<file path="config.mk">
export PLATFORM = sky130hd
export DESIGN_NAME = lifo_register_stack
export DESIGN_NICKNAME = d
export VERILOG_FILES = /design/src/rtl/lifo_register_stack.sv
export SDC_FILE = /design/constraint.sdc
export NUM_CORES = 1
export LEC_CHECK = 0
export CAP_MARGIN = 5
export CORE_AREA = 2 2 149 151
export CTS_BUF_LIST = sky130_fd_sc_hd__clkbuf_2
export DETAILED_ROUTE_END_ITERATION = 8
export DIE_AREA = 0 0 151 153
export GPL_TIMING_DRIVEN = 0
export SETUP_SLACK_MARGIN = 0.1
export SYNTH_ARGS = -nofsm -noshare
export SYNTH_HDL_FRONTEND = slang
export SYNTH_SLANG_ARGS = --single-unit
</file>
<file path="constraint.sdc">
create_clock -name clk -period 9.6 [get_ports clk]
set_input_delay 1.92 -clock clk [delete_from_list [all_inputs] [get_ports clk]]
set_output_delay 1.92 -clock clk [all_outputs]
set_load 0.05 [all_outputs]
</file>
<file path="src/rtl/lifo_register_stack.sv">
// lifo_register_stack: bounded LIFO of WIDTH-bit registers.
// Supports push, pop, replace-top (push+pop) and synchronous clear.
// Status outputs are count/empty/full, plus a sticky overflow/underflow error flag.
//
// Handshake: push and pop are single-cycle strobes sampled on the rising edge.
// There is no ready/backpressure. A push into a full stack is dropped, as is a
// pop from an empty stack, and either one raises err. A request that is not
// rejected completes on the edge where it is sampled. q is valid whenever
// empty is low.
module lifo_register_stack #(
  parameter int WIDTH = 12,
  parameter int DEPTH = 8,
  localparam int CW = $clog2(DEPTH + 1)
) (
  input  logic             clk,
  input  logic             rst,
  input  logic             clr,
  input  logic             push,
  input  logic             pop,
  input  logic [WIDTH-1:0] d,
  output logic [WIDTH-1:0] q,
  output logic [CW-1:0]    count,
  output logic             empty,
  output logic             full,
  output logic             err
);

  // Entry index width. Any live index is strictly below DEPTH, so it fits in AW bits.
  localparam int AW = (DEPTH > 1) ? $clog2(DEPTH) : 1;

  logic [WIDTH-1:0] mem_q [DEPTH];
  logic [WIDTH-1:0] mem_d [DEPTH];
  logic [CW-1:0]    count_q, count_d;
  logic             err_q, err_d;

  logic [AW-1:0]    wr_idx;   // slot above the top (valid only when not full)
  logic [AW-1:0]    top_idx;  // current top slot (valid only when not empty)
  logic [AW-1:0]    rd_idx;   // top_idx, forced to 0 when empty so reads stay in range
  logic             is_empty;
  logic             is_full;

  // Status decodes and index arithmetic from the registered count.
  always_comb begin
    is_empty = (count_q == '0);
    is_full  = (count_q == CW'(DEPTH));
    wr_idx   = AW'(count_q);
    top_idx  = AW'(count_q - CW'(1));
    rd_idx   = is_empty ? '0 : top_idx;
  end

  // Next-state: clr > push-only > pop-only > push+pop (replace) > hold.
  always_comb begin
    for (int i = 0; i < DEPTH; i++) begin
      mem_d[i] = mem_q[i];
    end
    count_d = count_q;
    err_d   = err_q;
    if (clr) begin
      count_d = '0;
      err_d   = 1'b0;
    end else if (push && !pop) begin
      if (!is_full) begin
        mem_d[wr_idx] = d;
        count_d       = count_q + CW'(1);
      end else begin
        err_d = 1'b1;
      end
    end else if (!push && pop) begin
      if (!is_empty) begin
        count_d = count_q - CW'(1);
      end else begin
        err_d = 1'b1;
      end
    end else if (push && pop) begin
      if (!is_empty) begin
        mem_d[top_idx] = d;
      end else begin
        // Replace on an empty stack behaves as a push but flags the underflow.
        mem_d[wr_idx] = d;
        count_d       = CW'(1);
        err_d         = 1'b1;
      end
    end
  end

  // State registers; asynchronous reset clears everything, including storage.
  always_ff @(posedge clk or posedge rst) begin
    if (rst) begin
      count_q <= '0;
      err_q   <= 1'b0;
      for (int i = 0; i < DEPTH; i++) begin
        mem_q[i] <= '0;
      end
    end else begin
      count_q <= count_d;
      err_q   <= err_d;
      for (int i = 0; i < DEPTH; i++) begin
        mem_q[i] <= mem_d[i];
      end
    end
  end

  // Outputs are pure decodes of registered state; the stale slots above the top are never shown.
  always_comb begin
    q     = is_empty ? '0 : mem_q[rd_idx];
    count = count_q;
    empty = is_empty;
    full  = is_full;
    err   = err_q;
  end

endmodule

</file>
Yosys cells after proc, flatten, opt, wreduce, memory -nomap -nowiden:

Index checks and enable logic that the tools add are counted.

* order comparisons: 5
* bitwise gates (word level): 4
* shifts and indexed selects: 0
* equal/unequal tests: 6
* reductions and logical operators: 14
* multipliers: 0
* div/mod/pow operators: 0
* $add $sub $neg: 2
* mux-type cells: 29

Operators by type and width (count)
* 96-bit two-way mux: 5
* 96-bit bitwise mux: 2
* 12-bit demux with 3-bit select: 2
* 12-bit two-way mux: 5
* 12-bit binary-select mux with 3-bit select: 1
* 4-bit two-way mux: 7
* 4-bit greater-or-equal comparator (second input constant): 3
* 3-bit NOT with 4-bit output: 3
* 4-bit by 1-bit < comparator with 1-bit output (second input constant): 2
* 4-bit AND reduction: 2
* 4-bit nonzero test: 2
* 1-bit two-way mux: 6
* 3-bit inequality test (second input constant): 2
* 1-bit logical AND: 5
* 4-bit by 1-bit adder with 4-bit output (second input constant): 1
* 4-bit equality test (second input constant): 1
* 4-bit zero test: 1
* 2-bit inequality test (second input constant): 2
* 4-bit inequality test (second input constant): 1
* 4-bit by 1-bit subtractor with 4-bit output (second input constant): 1
* 3-bit two-way mux: 1
* 1-bit zero test: 2
* 2-bit AND reduction: 1
* 2-bit nonzero test: 1
* 1-bit NOT: 1

* register bits: 101
* memories kept: 0
* memory bits (writable): 0
* latch bits: 0
* bits in read-only memories: 0

Logic depth before layout (Yosys ltp):

Gate-level depths: netlist of the first run.

* word-level depth: 11
* gate-level depth with buffers: 11

Worst setup path after synthesis of the first run:

Ideal clock, no wire load.

* kind: reg-to-output
* start: register count_q[0] (netlist: count[0])
* end: output port q[0]
* setup slack: 4009 ps
* data required time: 7680 ps
* arrival time: 3671 ps
* cell stages (with the launch flop): 10
* cell sequence: dfrtp_1 -> inv_1 -> clkbuf_1 -> clkbuf_1 -> ha_1 -> and3b_1 -> clkbuf_2 -> nor2_1 -> clkbuf_1 -> o32ai_1

* longest elaborated chain between the ends: 7
* elaborated cells on any way between the ends: 8

RTL lines
* start: declaration: RTL line 33 `logic [CW-1:0] count_q, count_d;`
* start signal: assignment: RTL line 95 `count_q <= count_d;`
* 4-bit by 1-bit subtractor with 4-bit output or 4-bit zero test (tied branches)
* 3-bit two-way mux: RTL line 48 `rd_idx = is_empty ? '0 : top_idx;`
* 3-bit NOT with 4-bit output (not written as such): RTL line 105 `q = is_empty ? '0 : mem_q[rd_idx];`
* 12-bit binary-select mux with 3-bit select: RTL line 105
* 12-bit two-way mux (not written as such) (2 in a row): RTL line 105
* 12-bit two-way mux *: RTL line 105
* end: declaration: RTL line 21 `output logic [WIDTH-1:0] q,`

Every way passes the cells marked *; elsewhere a longest branch is shown, timed or not. The select of a mux whose other input is x is not followed.

Final worst setup path of the first run:

* start: register count_q[0] (netlist: count[0])
* end: output port q[9]

Same word-level chain as after synthesis.

==> results.json, run 1 <==
{
  "final-setup-viol-count": 0,
  "die_h_um": 153,
  "fmax_ghz": 0.142,
  "synthDistinctLibCells": 48,
  "critPathBufInv": 7,
  "synth_seq_area_share_pct": 47.5,
  "wl_per_cell_um": 18.5,
  "dr.pass1.iters": 5,
  "cts-buffers-inserted": 9,
  "via_per_inst": 4.87,
  "antenna_found_initial": 0,
  "grt_pass1_wl_mm": 22.5,
  "hold_violations": 0,
  "reg2reg_slack_ns": 5.91,
  "worst_slack_ns": 2.56,
  "cpPeakStageDelay_ns": 0.88,
  "post-route-min-period_ns": 7.04,
  "syn_area_sq_um": 5320,
  "layout_commonest_cell": "dfrtp_1",
  "start_kind": "flop",
  "whs_path_depth": 1,
  "ys.warnings.count": 0,
  "routabilityCongestion": 0.834,
  "post_cts_buffers": 0,
  "die_area_sq_um": 23100,
  "nets": 510,
  "cts_max_path_buffers": 2,
  "finClkSkew_ns": 0.0372,
  "hold_end": "mem_q[21]",
  "crit_required_ns": 7.68,
  "route.vias.total": 3761,
  "outcome": "finished, final reports clean",
  "synth-seq-cells": 101,
  "antenna_left": 0,
  "tightest_slew_ns": 0.767,
  "worst_ir_drop_vdd_v": 0.000141,
  "cp_max_fo": 10,
  "route.detailed.drc": 0,
  "min_from": "mem_q[21]",
  "final_cell_mix": "dfrtp_1, mux2_2, clkdlybuf4s50_1, a211oi_1, inv_1",
  "synth.avg_cell_area_sq_um": 12.1,
  "tns_ns": 0,
  "clock-sinks": 101,
  "clkLatencyLatePin_ns": 0.62,
  "drive_gt1_share_pct": 30.8,
  "grt_overflow": 0,
  "grt_max_degree": 77,
  "place_ws_ns": 3.31,
  "antenna_cells": 0,
  "rows": 54,
  "htreeDepth": 3,
  "synthCells": 441,
  "endpoint_kind": "output port",
  "drt_wl_total_mm": 14.3,
  "syn_nets": 463,
  "final_cell_area_sq_um": 6150,
  "synthTopCellsByArea": "dfrtp_1, mux2_2, a211oi_1, buf_6, mux2i_1",
  "cp_slowest_cell": "clkdlybuf4s50_1",
  "dpl_cell_area_sq_um": 6050,
  "root_buffer": "clkbuf_2",
  "arrival_ns": 5.12,
  "maxSlewViolCount": 0,
  "path_clk_slew_ns": 0.27,
  "dpl.hpwl_mm": 9.73,
  "synth_edf_count": 0,
  "drt-initial-drc-count": 181,
  "holdBufCountCts": 0,
  "power.leakage_nw": 2.59,
  "cts_resized": 0,
  "reg2reg_from": "count[0]",
  "crit_chain": "inv_1, clkbuf_1, clkbuf_1, ha_1, or3b_1, buf_6, inv_2, nor2_4, buf_6, a221o_1, o32ai_1, clkdlybuf4s50_1",
  "hold_slack_ns": 0.533,
  "r2r-end": "mem_q[47]",
  "syn_to_final_growth_pct": 15.6,
  "slew_headroom_pct": 48.9,
  "portBuffers": 35,
  "postLayoutCoreUtil_pct": 28.6,
  "cts_tree": "built",
  "rr_worst_depth": 10,
  "coreArea_sq_um": 21500,
  "synth-main-ff-cell": "dfrtp_1",
  "period_share_pct": 73.3,
  "io_pins": 36,
  "initial_core_util_pct": 24.8,
  "hold_path.class": "flop to flop",
  "track_usage_pct": 12.8,
  "synthArstFlopShare_pct": 100,
  "nFillCells": 2206,
  "grt_pass1_vias": 3939,
  "crit_family": "buffers and inverters",
  "cellPowerDensity_nw_per_um2": 379,
  "dieWidth_um": 151,
  "synth_top_area_share_pct": 47.5,
  "drv_cap": 0,
  "criticalPathCategory": "flop to output port",
  "yosysTopAreaCell": "dfrtp_1",
  "rsz0062_at_grt": "no"
}
==> cells by family (layout without fill, tap and decap cells) <==
logic type      after synthesis  after routing  share of synthesized area (%)
xor+xnor                      1              1                          0.165
compound gates               95             95                           14.7
buf+inv                      52            104                           5.52
simple gates                 77             77                           7.95
flops                       101            101                           47.5
fa+ha+maj                     5              5                           1.18
mux                         110            110                           23.0
==> registers in the layout, indices dropped and copies added, names as in the netlist <==
name   cells
mem_q     96
count      4
err        1
==> metrics by stage <==
step | instances | total power, mW
floorplan | 441 | 1.69
global placement | 756 | 2.11
detailed placement | 757 | 2.14
CTS | 773 | 2.34
global route | 773 | 2.48
finish | 773 | 2.33
==> worst max-delay path by stage <==
| stage | from | end | slack, ns | depth (start not counted) |
|---|---|---|---|---|
| after floorplan | count[0] | q[0] | 4.01 | 9 |
| after global placement | count[0] | q[9] | 3.35 | 12 |
| after detailed placement | count[0] | q[5] | 3.31 | 12 |
| after CTS | count[0] | q[9] | 2.54 | 12 |
| after global routing | count[0] | q[5] | 2.24 | 12 |
| final | count[0] | q[9] | 2.56 | 12 |
==> per-layer routing <==
layer | vias up | wire length [um] | share of wire [%] | track usage (%)
met1 | 1912 | 6720 | 47 | 17.8
met3 | 10 | 659 | 4.6 | 2.90
met2 | 102 | 6790 | 47 | 20.4
li1 | 1737 | - | - | -
met5 | - | 0 | 0 | 0
met4 | 0 | 163 | 1.1 | 2.58
==> area by class of cell <==
| cell class | count | area (sq um) | area share (%) |
|---|---|---|---|
| multi-input combinational | 288 | 2500 | 40.6 |
| inverter | 20 | 77.6 | 1.26 |
| clock inverter | 7 | 56.3 | 0.915 |
| timing repair buffer | 36 | 378 | 6.14 |
| tap | 280 | 350 | 5.69 |
| sequential | 101 | 2530 | 41.1 |
| clock buffer | 9 | 45.0 | 0.732 |
| buffer | 32 | 219 | 3.56 |
==> synth_stat cells (7+ instances only) <==
master and instances:
a211oi_1 24, a211oi_2 8, a221o_1 8, and3_1 12, buf_2 8, buf_6 11, clkbuf_1 8, dfrtp_1 101
inv_1 19, mux2_2 98, mux2i_1 12, nand2_1 13, nand2b_1 8, nor2_1 14, nor2b_1 9, o21ai_0 7
==> report_power, final <==
part	total, mW	switching, mW	leakage, nW	internal (mW)
clock network	0.193	0.155	0.0638	0.0383
logic	1.44	0.886	1.22	0.552
registers	0.702	0.100	1.31	0.601
Note: power is estimated with default switching activity, not from simulation.
==> run 2: changes to the inputs <==
- clock period: 9.6 -> 6.5 ns (I/O delays scaled with it)
==> run 2 against run 1 <==
Total power grew 47%; largest cell class unchanged; critical endpoint is now q[11]; core utilization rose by 0.093 points; non-clock buffer count is the same; critical path depth shrank 1; final area up 0.33%; worst hold slack is essentially flat; largest power group unchanged.
==> results.json, run 2 (synthesized netlist as in run 1, its figures left out) <==
{
  "antenna_found_initial": 0,
  "rsz0062_at_grt": "no",
  "worst_ir_drop_vdd_v": 0.000202,
  "wl_per_cell_um": 18.5,
  "drt_wl_total_mm": 14.3,
  "fmax_ghz": 0.167,
  "htreeDepth": 3,
  "finClkSkew_ns": 0.0370,
  "rows": 54,
  "reg2reg_from": "count[0]",
  "arrival_ns": 4.67,
  "antenna_cells": 0,
  "crit_required_ns": 5.20,
  "layout_commonest_cell": "dfrtp_1",
  "power.leakage_nw": 2.70,
  "routabilityCongestion": 0.834,
  "dpl.cell_count": 757,
  "final_cell_mix": "dfrtp_1, mux2_2, clkdlybuf4s50_1, a211oi_1, inv_1",
  "dpl.hpwl_mm": 9.73,
  "period_share_pct": 91.9,
  "drive_gt1_share_pct": 31.2,
  "coreArea_sq_um": 21500,
  "grt_pass1_vias": 3944,
  "initial_core_util_pct": 24.8,
  "syn_to_final_growth_pct": 16.0,
  "via_per_inst": 4.87,
  "die_area_sq_um": 23100,
  "post_cts_buffers": 0,
  "dr.pass1.iters": 4,
  "route.detailed.drc": 0,
  "post-route-min-period_ns": 5.97,
  "cts_max_path_buffers": 2,
  "antenna_left": 0,
  "clkLatencyLatePin_ns": 0.63,
  "route.vias.total": 3765,
  "hold_violations": 0,
  "min_from": "mem_q[21]",
  "largest_register_ffs": 96,
  "crit_start": "count[0]",
  "drv_cap": 0,
  "hold_path.class": "flop to flop",
  "io_pins": 36,
  "regMostFlops": "mem_q",
  "cp_max_fo": 10,
  "die_h_um": 153,
  "slew_headroom_pct": 46.8,
  "finalNonFillerCells": 773,
  "path_clk_slew_ns": 0.26,
  "portBuffers": 35,
  "tns_ns": 0,
  "outcome": "finished, final reports clean",
  "dieWidth_um": 151,
  "criticalPathCategory": "flop to output port",
  "grt_overflow": 0,
  "endpoint_kind": "output port",
  "start_kind": "flop",
  "maxSlewViolCount": 0,
  "root_buffer": "clkbuf_2",
  "cts-buffers-inserted": 9,
  "cellPowerDensity_nw_per_um2": 556,
  "nets": 510,
  "track_usage_pct": 12.8,
  "cts_tree": "built",
  "drt-initial-drc-count": 204,
  "grt_max_degree": 77,
  "grt_pass1_wl_mm": 22.5,
  "holdBufCountCts": 0,
  "final-setup-viol-count": 0,
  "clock-sinks": 101,
  "tightest_slew_ns": 0.799
}
[run 2: final cells by class]
type                       count  area (sq um)
timing repair buffer          36           395
tap                          280           350
sequential                   101          2530
buffer                        32           221
fill                        2204         15300
clock buffer                   9          45.0
inverter                      20          77.6
clock inverter                 7          56.3
multi-input combinational    288          2500
[run 2: critical path, cell delays in order (launching register included)]
cell and delay [ns]:
dfrtp_1 0.51, inv_1 0.18, clkbuf_2 0.28, clkbuf_2 0.33
ha_1 0.36, or3b_1 0.40, buf_6 0.15, nand2b_1 0.06
buf_1 0.40, o21ai_0 0.19, o21ai_0 0.33, clkdlybuf4s50_1 0.87
[run 2: worst paths after layout]
check                            endpoint  slack (ns)  cells past startpoint
worst max-delay path                q[11]        0.53                     11
worst min-delay path            mem_q[21]        0.53                      1
worst max register to register  mem_q[89]        3.16                      9
worst min register to register  mem_q[21]        0.53                      1
max in group asynchronous       mem_q[69]        4.80                      3
min in group asynchronous       mem_q[85]        0.96                      2
[run 2: power by group]
group | total, mW | internal [mW] | switching, mW
combinational | 2.12 | 0.812 | 1.30
clock | 0.284 | 0.0565 | 0.228
sequential | 1.04 | 0.888 | 0.147
total | 3.44 | 1.76 | 1.68
[run 2: timing repair]
item                                    CTS  global route
cloned                                    0             0
endpoints found under the hold margin     0             0
endpoints found under the setup margin    6             8
resized for setup                         1             9
[run 2: routing by layer]
metal	global-route usage, %	vias up	part of all wire, %
met1	17.8	1911	47
met4	2.58	0	1.3
met2	20.4	107	47
met3	2.90	10	4.4
met5	0	-	0
li1	-	1737	-
[run 2: through the flow]
| stage | instance area (sq um) | utilization, % | setup WS [ns] | power (mW) | hold WS (ns) |
|---|---|---|---|---|---|
| after floorplan | 5320 | - | 1.53 | 2.49 | 0.471 |
| after global placement | 6020 | 28.0 | 0.870 | 3.11 | 0.480 |
| after detailed placement | 6050 | 28.2 | 0.825 | 3.17 | 0.489 |
| after CTS | 6160 | 28.7 | 0.261 | 3.46 | 0.539 |
| after global routing | 6170 | 28.7 | 0.239 | 3.65 | 0.554 |
| final | 6170 | 28.7 | 0.529 | 3.44 | 0.533 |
==> run 3: changes to the inputs <==
- CAP_MARGIN: 5 -> not set
- CORE_AREA: 2 2 149 151 -> 2 2 137 139
- DIE_AREA: 0 0 151 153 -> 0 0 139 141
==> run 3 against run 2 <==
Maximum frequency is 2.7% lower; clock power rose by 5%; register-to-register slack worse by 0.13 ns; sequential cell count did not move; largest cell class unchanged; setup slack worse by 0.17 ns; combinational power is essentially flat.
==> results.json, run 3 (synthesized netlist as in run 1, its figures left out) <==
{
  "outcome": "finished, final reports clean",
  "cts_tree": "built",
  "endpoint_kind": "output port",
  "fmax_ghz": 0.163,
  "via_per_inst": 5.21,
  "cp_max_fo": 10,
  "cp_slowest_cell": "clkdlybuf4s50_1",
  "initial_core_util_pct": 29.1,
  "htreeDepth": 3,
  "cpPeakStageDelay_ns": 0.88,
  "coreArea_sq_um": 18300,
  "route.vias.total": 3781,
  "grt_max_degree": 54,
  "antenna_found_initial": 0,
  "cpMostUsedCell": "buf_6",
  "wl_per_cell_um": 19.0,
  "dr.pass1.iters": 4,
  "maxSlewViolCount": 0,
  "track_usage_pct": 14.6,
  "holdBufCountCts": 0,
  "final_cell_area_sq_um": 6110,
  "root_buffer": "clkbuf_2",
  "dpl.hpwl_mm": 9.42,
  "routabilityCongestion": 0.868,
  "die_area_sq_um": 19600,
  "crit_chain": "inv_1, clkbuf_1, clkbuf_2, ha_1, or3b_1, buf_6, inv_2, nor2_4, buf_6, a221o_1, o32ai_1, clkdlybuf4s50_1",
  "rsz0062_at_grt": "no",
  "path_clk_slew_ns": 0.25,
  "route.detailed.drc": 0,
  "antenna_cells": 0,
  "nFillCells": 1879,
  "crit_required_ns": 5.20,
  "finClkSkew_ns": 0.0218,
  "post-route-min-period_ns": 6.14,
  "period_share_pct": 94.4,
  "syn_to_final_growth_pct": 14.8,
  "slew_headroom_pct": 40.0,
  "final_cell_mix": "dfrtp_1, mux2_2, clkdlybuf4s50_1, a211oi_1, inv_1",
  "cts_max_path_buffers": 2,
  "grt_overflow": 0,
  "final-setup-viol-count": 0,
  "total_power_mw": 3.43,
  "worst_ir_drop_vdd_v": 0.000338,
  "clkLatencyLatePin_ns": 0.62,
  "drv_cap": 0,
  "regMostFlops": "mem_q",
  "drive_gt1_share_pct": 30.7,
  "portBuffers": 35,
  "arrival_ns": 4.84,
  "hold_path.class": "flop to flop",
  "antenna_left": 0,
  "cts-buffers-inserted": 9,
  "drt_wl_total_mm": 13.8,
  "drt-initial-drc-count": 188,
  "io_pins": 36,
  "grt_pass1_wl_mm": 22.2,
  "grt_pass1_vias": 3959,
  "tns_ns": 0,
  "power.leakage_nw": 2.62,
  "tightest_slew_ns": 0.899,
  "layout_commonest_cell": "dfrtp_1",
  "clock-sinks": 101,
  "dpl_cell_area_sq_um": 6000,
  "postLayoutCoreUtil_pct": 33.4,
  "cellPowerDensity_nw_per_um2": 561,
  "criticalPathCategory": "flop to output port",
  "nets": 510,
  "dieWidth_um": 139,
  "start_kind": "flop",
  "rows": 50,
  "die_h_um": 141,
  "hold_violations": 0,
  "largest_register_ffs": 96
}
## run 3: changes by cell type in the layout (fill, tap and decap cells not counted)
cell / previous run / this run
clkinv_2: 1 / 0
clkbuf_2: 13 / 12
bufinv_16: 0 / 1
inv_8: 2 / 0
clkdlybuf4s50_1: 28 / 33
clkinv_1: 1 / 2
clkbuf_1: 6 / 7
dlymetal6s2s_1: 7 / 2
## run 3: stage by stage
step / hold slack, ns / worst slack [ns] / instances
after floorplan: 0.471 / 1.53 / 441
after global placement: 0.481 / 0.907 / 710
after detailed placement: 0.488 / 0.951 / 711
after CTS: 0.544 / 0.185 / 726
after global routing: 0.559 / 0.102 / 726
final: 0.537 / 0.361 / 726
## run 3: layout make-up
| cell class | count | area [sq um] | share of cell area, % |
|---|---|---|---|
| clock buffer | 9 | 45.0 | 0.737 |
| multi-input combinational | 288 | 2500 | 40.9 |
| buffer | 32 | 220 | 3.60 |
| timing repair buffer | 36 | 383 | 6.27 |
| tap | 234 | 293 | 4.79 |
| clock inverter | 6 | 62.6 | 1.02 |
| inverter | 20 | 77.6 | 1.27 |
| sequential | 101 | 2530 | 41.4 |
## run 3: per-layer routing
layer	wire length [um]	track usage, %	vias up
li1	-	-	1723
met1	6300	19.0	1929
met2	6640	23.9	113
met3	569	3.19	16
met4	301	5.53	0
met5	0	0	-
## run 3: critical path, delay by kind of cell (launching register included)
kind	cells	cell delay, ns
AO/OA/AOI/OAI	2	0.51
flip-flops	1	0.53
adder cells (fa/ha/maj)	1	0.35
buffers and inverters	7	2.31
AND/OR/NAND/NOR	2	0.54
## run 3: worst paths after layout
check	from	endpoint	slack, ns	cells after the start
max	count[0]	q[9]	0.36	12
min	err	err	0.54	2
max reg2reg	count[0]	mem_q[51]	3.03	9
min reg2reg	err	err	0.54	2
max in group asynchronous	rst	mem_q[83]	4.73	3
min in group asynchronous	rst	mem_q[63]	1.10	2
## run 3: timing repair
item / 4_1_cts / 5_1_grt
setup buffers: 0 / 0
endpoints found under the setup margin: 0 / 12
resized for setup: 0 / 4
## run 3: where the power goes
| part | internal (mW) | switching (mW) | total, mW |
|---|---|---|---|
| clock | 0.0862 | 0.211 | 0.298 |
| combinational | 0.815 | 1.28 | 2.09 |
| sequential | 0.888 | 0.150 | 1.04 |
| total | 1.79 | 1.64 | 3.43 |
==> variant (flow settings as in run 2) <==
Put a register stage on the output `count`, with the module's reset. The value now appears one clock later. The other outputs are not delayed to match. Comments in the files are not updated.
--- a/src/rtl/lifo_register_stack.sv
+++ b/src/rtl/lifo_register_stack.sv
@@ -28,4 +28,6 @@
   // Entry index width. Any live index is strictly below DEPTH, so it fits in AW bits.
   localparam int AW = (DEPTH > 1) ? $clog2(DEPTH) : 1;
+
+  logic [CW-1:0] count_c;
 
   logic [WIDTH-1:0] mem_q [DEPTH];
@@ -104,5 +106,5 @@
   always_comb begin
     q     = is_empty ? '0 : mem_q[rd_idx];
-    count = count_q;
+    count_c = count_q;
     empty = is_empty;
     full  = is_full;
@@ -110,4 +112,12 @@
   end
 
+  always_ff @(posedge clk or posedge rst) begin
+    if (rst) begin
+      count <= '0;
+    end else begin
+      count <= count_c;
+    end
+  end
+
 endmodule
 
Formal check against the unedited RTL: not equivalent (a bounded check fails within 4 cycles, from zero or initial values and one cycle with rst high).
==> variant against run 2 <==
Combinational power is 25% lower; wire length up 5.0%; critical path depth is 1 lower; area after synthesis grew 4.7%; highest routed layer unchanged; core utilization is 1.0 points higher; count of clock-buffer cells in the layout is 1 higher; design area up 3.6%; global-route usage up 0.59 points; cell count grew 4.4%; setup slack gained 0.0067 ns; total power down 15%; synthesized cell count increased by 7.7%; largest cell class is now multi-input gates; sequential cell count is 4 higher.
==> variant: results (changes against run 2) <==
[run_status]
status=complete, no violations  ; unchanged

[detailed_routing]
drtIter0Drc=267  ; was 204
routed_wl_mm=15.0  ; was 14.3 mm
vias=3967  ; was 3,765

[final_layout]
nets=543  ; was 510
final_layout_size_suffix_gt1_frac=0.297  ; was 0.312
fin_cells=807  ; was 773

[grt]
grt_pass1_vias=3926  ; was 3,944
grt_usage=0.134  ; was 0.128
grt_max_degree=57  ; was 77
grt_pass1_wl_mm=23.4  ; was 22.5 mm

[placed_design]
dp_slack_ns=1.33  ; was 0.825 ns
dp_hpwl_mm=9.89  ; was 9.73 mm
dp.cells=790  ; was 757
io_buffers=34  ; was 35

[sta]
finClkSkew_ns=0.0383  ; was 0.0370 ns
max-slew-margin-rel=0.455  ; was 0.468

[synthesis]
netlist_top_cells_count=dfrtp_1, mux2_2, nand3_1, o21ai_0, a21oi_1  ; was dfrtp_1, mux2_2, a211oi_1, inv_1, nor2_1
synthAdderAreaFrac=0.0112  ; was 0.0118
syn-num-nets=497  ; was 463
synth_xor_area_frac=0.00471  ; was 0.00165
synthMuxAreaShare=0.232  ; was 0.230
synth.distinct_cells=54  ; was 48
yosysSeqAreaShare=0.471  ; was 0.475
synthTopCellsByArea=dfrtp_1, mux2_2, mux2_4, nand3_1, o21ai_0  ; was dfrtp_1, mux2_2, a211oi_1, buf_6, mux2i_1
synth_compound_area_frac=0.136  ; was 0.147
synthCells=475  ; was 441

[clock_tree]
clk_pin_slew_ns=0.28  ; was 0.26 ns
cts_resized=0  ; was 1
h-tree-depth=3  ; unchanged
clock_latency_ns=0.65  ; was 0.63 ns

[setup_path]
cpPeakStageDelay_ns=0.83  ; was 0.87 ns
crit_arrival_ns=4.66  ; was 4.67 ns
start_kind=register  ; unchanged
r2r_start=count_c[0]  ; was count[0]

[power_and_ir_drop]
vdd_ir_drop_max_mv=0.264  ; was 0.202 mV
p_leak_uw=0.00274  ; was 0.00270 uW

[worst_hold_path]
min_from=count_c[2]  ; was mem_q[21]

## variant: changes by cell type after synthesis, moves of 12 or more
cell	delta
nand3_1	+49
mux2_2	-31
o21ai_0	+31
mux2_4	+25
a211oi_1	-22
a21oi_1	+22
a311o_1	+12
and3_1	-12
## variant: routing by layer
metal,part of all wire,GRT usage
met2,0.46,0.205
met4,0.014,0.0303
met3,0.040,0.0293
met1,0.48,0.192
met5,0,0
## variant: cells by family after synthesis
group | count (synthesis)
muxes | 108
adders and majority gates | 5
DFF | 105
xor gates and xnor gates | 3
AOI/OAI and AO/OA | 107
buffers and inverters | 49
and+or+nand+nor | 98
## variant: cell type report
cell class / instances / area (sq um)
Fill cell: 2245 / 15100
Multi-Input combinational cell: 321 / 2660
Sequential cell: 105 / 2630
Timing Repair Buffer: 35 / 368
Tap cell: 280 / 350
Buffer: 38 / 244
Clock buffer: 10 / 50.0
Clock inverter: 6 / 47.5
Inverter: 11 / 43.8
Antenna cell: 1 / 2.50
## variant: through the flow
step / hold WS (ns) / instance area, sq um
after floorplan: 0.349 / 5580
after global placement: 0.356 / 6270
after detailed placement: 0.364 / 6300
after CTS: 0.423 / 6390
after global routing: 0.450 / 6400
final: 0.419 / 6400
## variant: worst paths after layout
kind / slack [ns] / to / depth (start not counted)
max: 0.54 / q[10] / 10
min: 0.42 / count[2] / 0
max reg2reg: 3.19 / mem_q[87] / 9
min reg2reg: 0.42 / count[2] / 0
max in group asynchronous: 4.71 / mem_q[42] / 3
min in group asynchronous: 1.04 / mem_q[38] / 2
## variant: power by group
part	leakage (uW)	internal, uW	total [uW]	switching (uW)
logic	0.00133	628	1600	969
registers	0.00135	899	1020	122
clock network	0.0000585	56.3	294	238
total	0.00274	1580	2910	1330
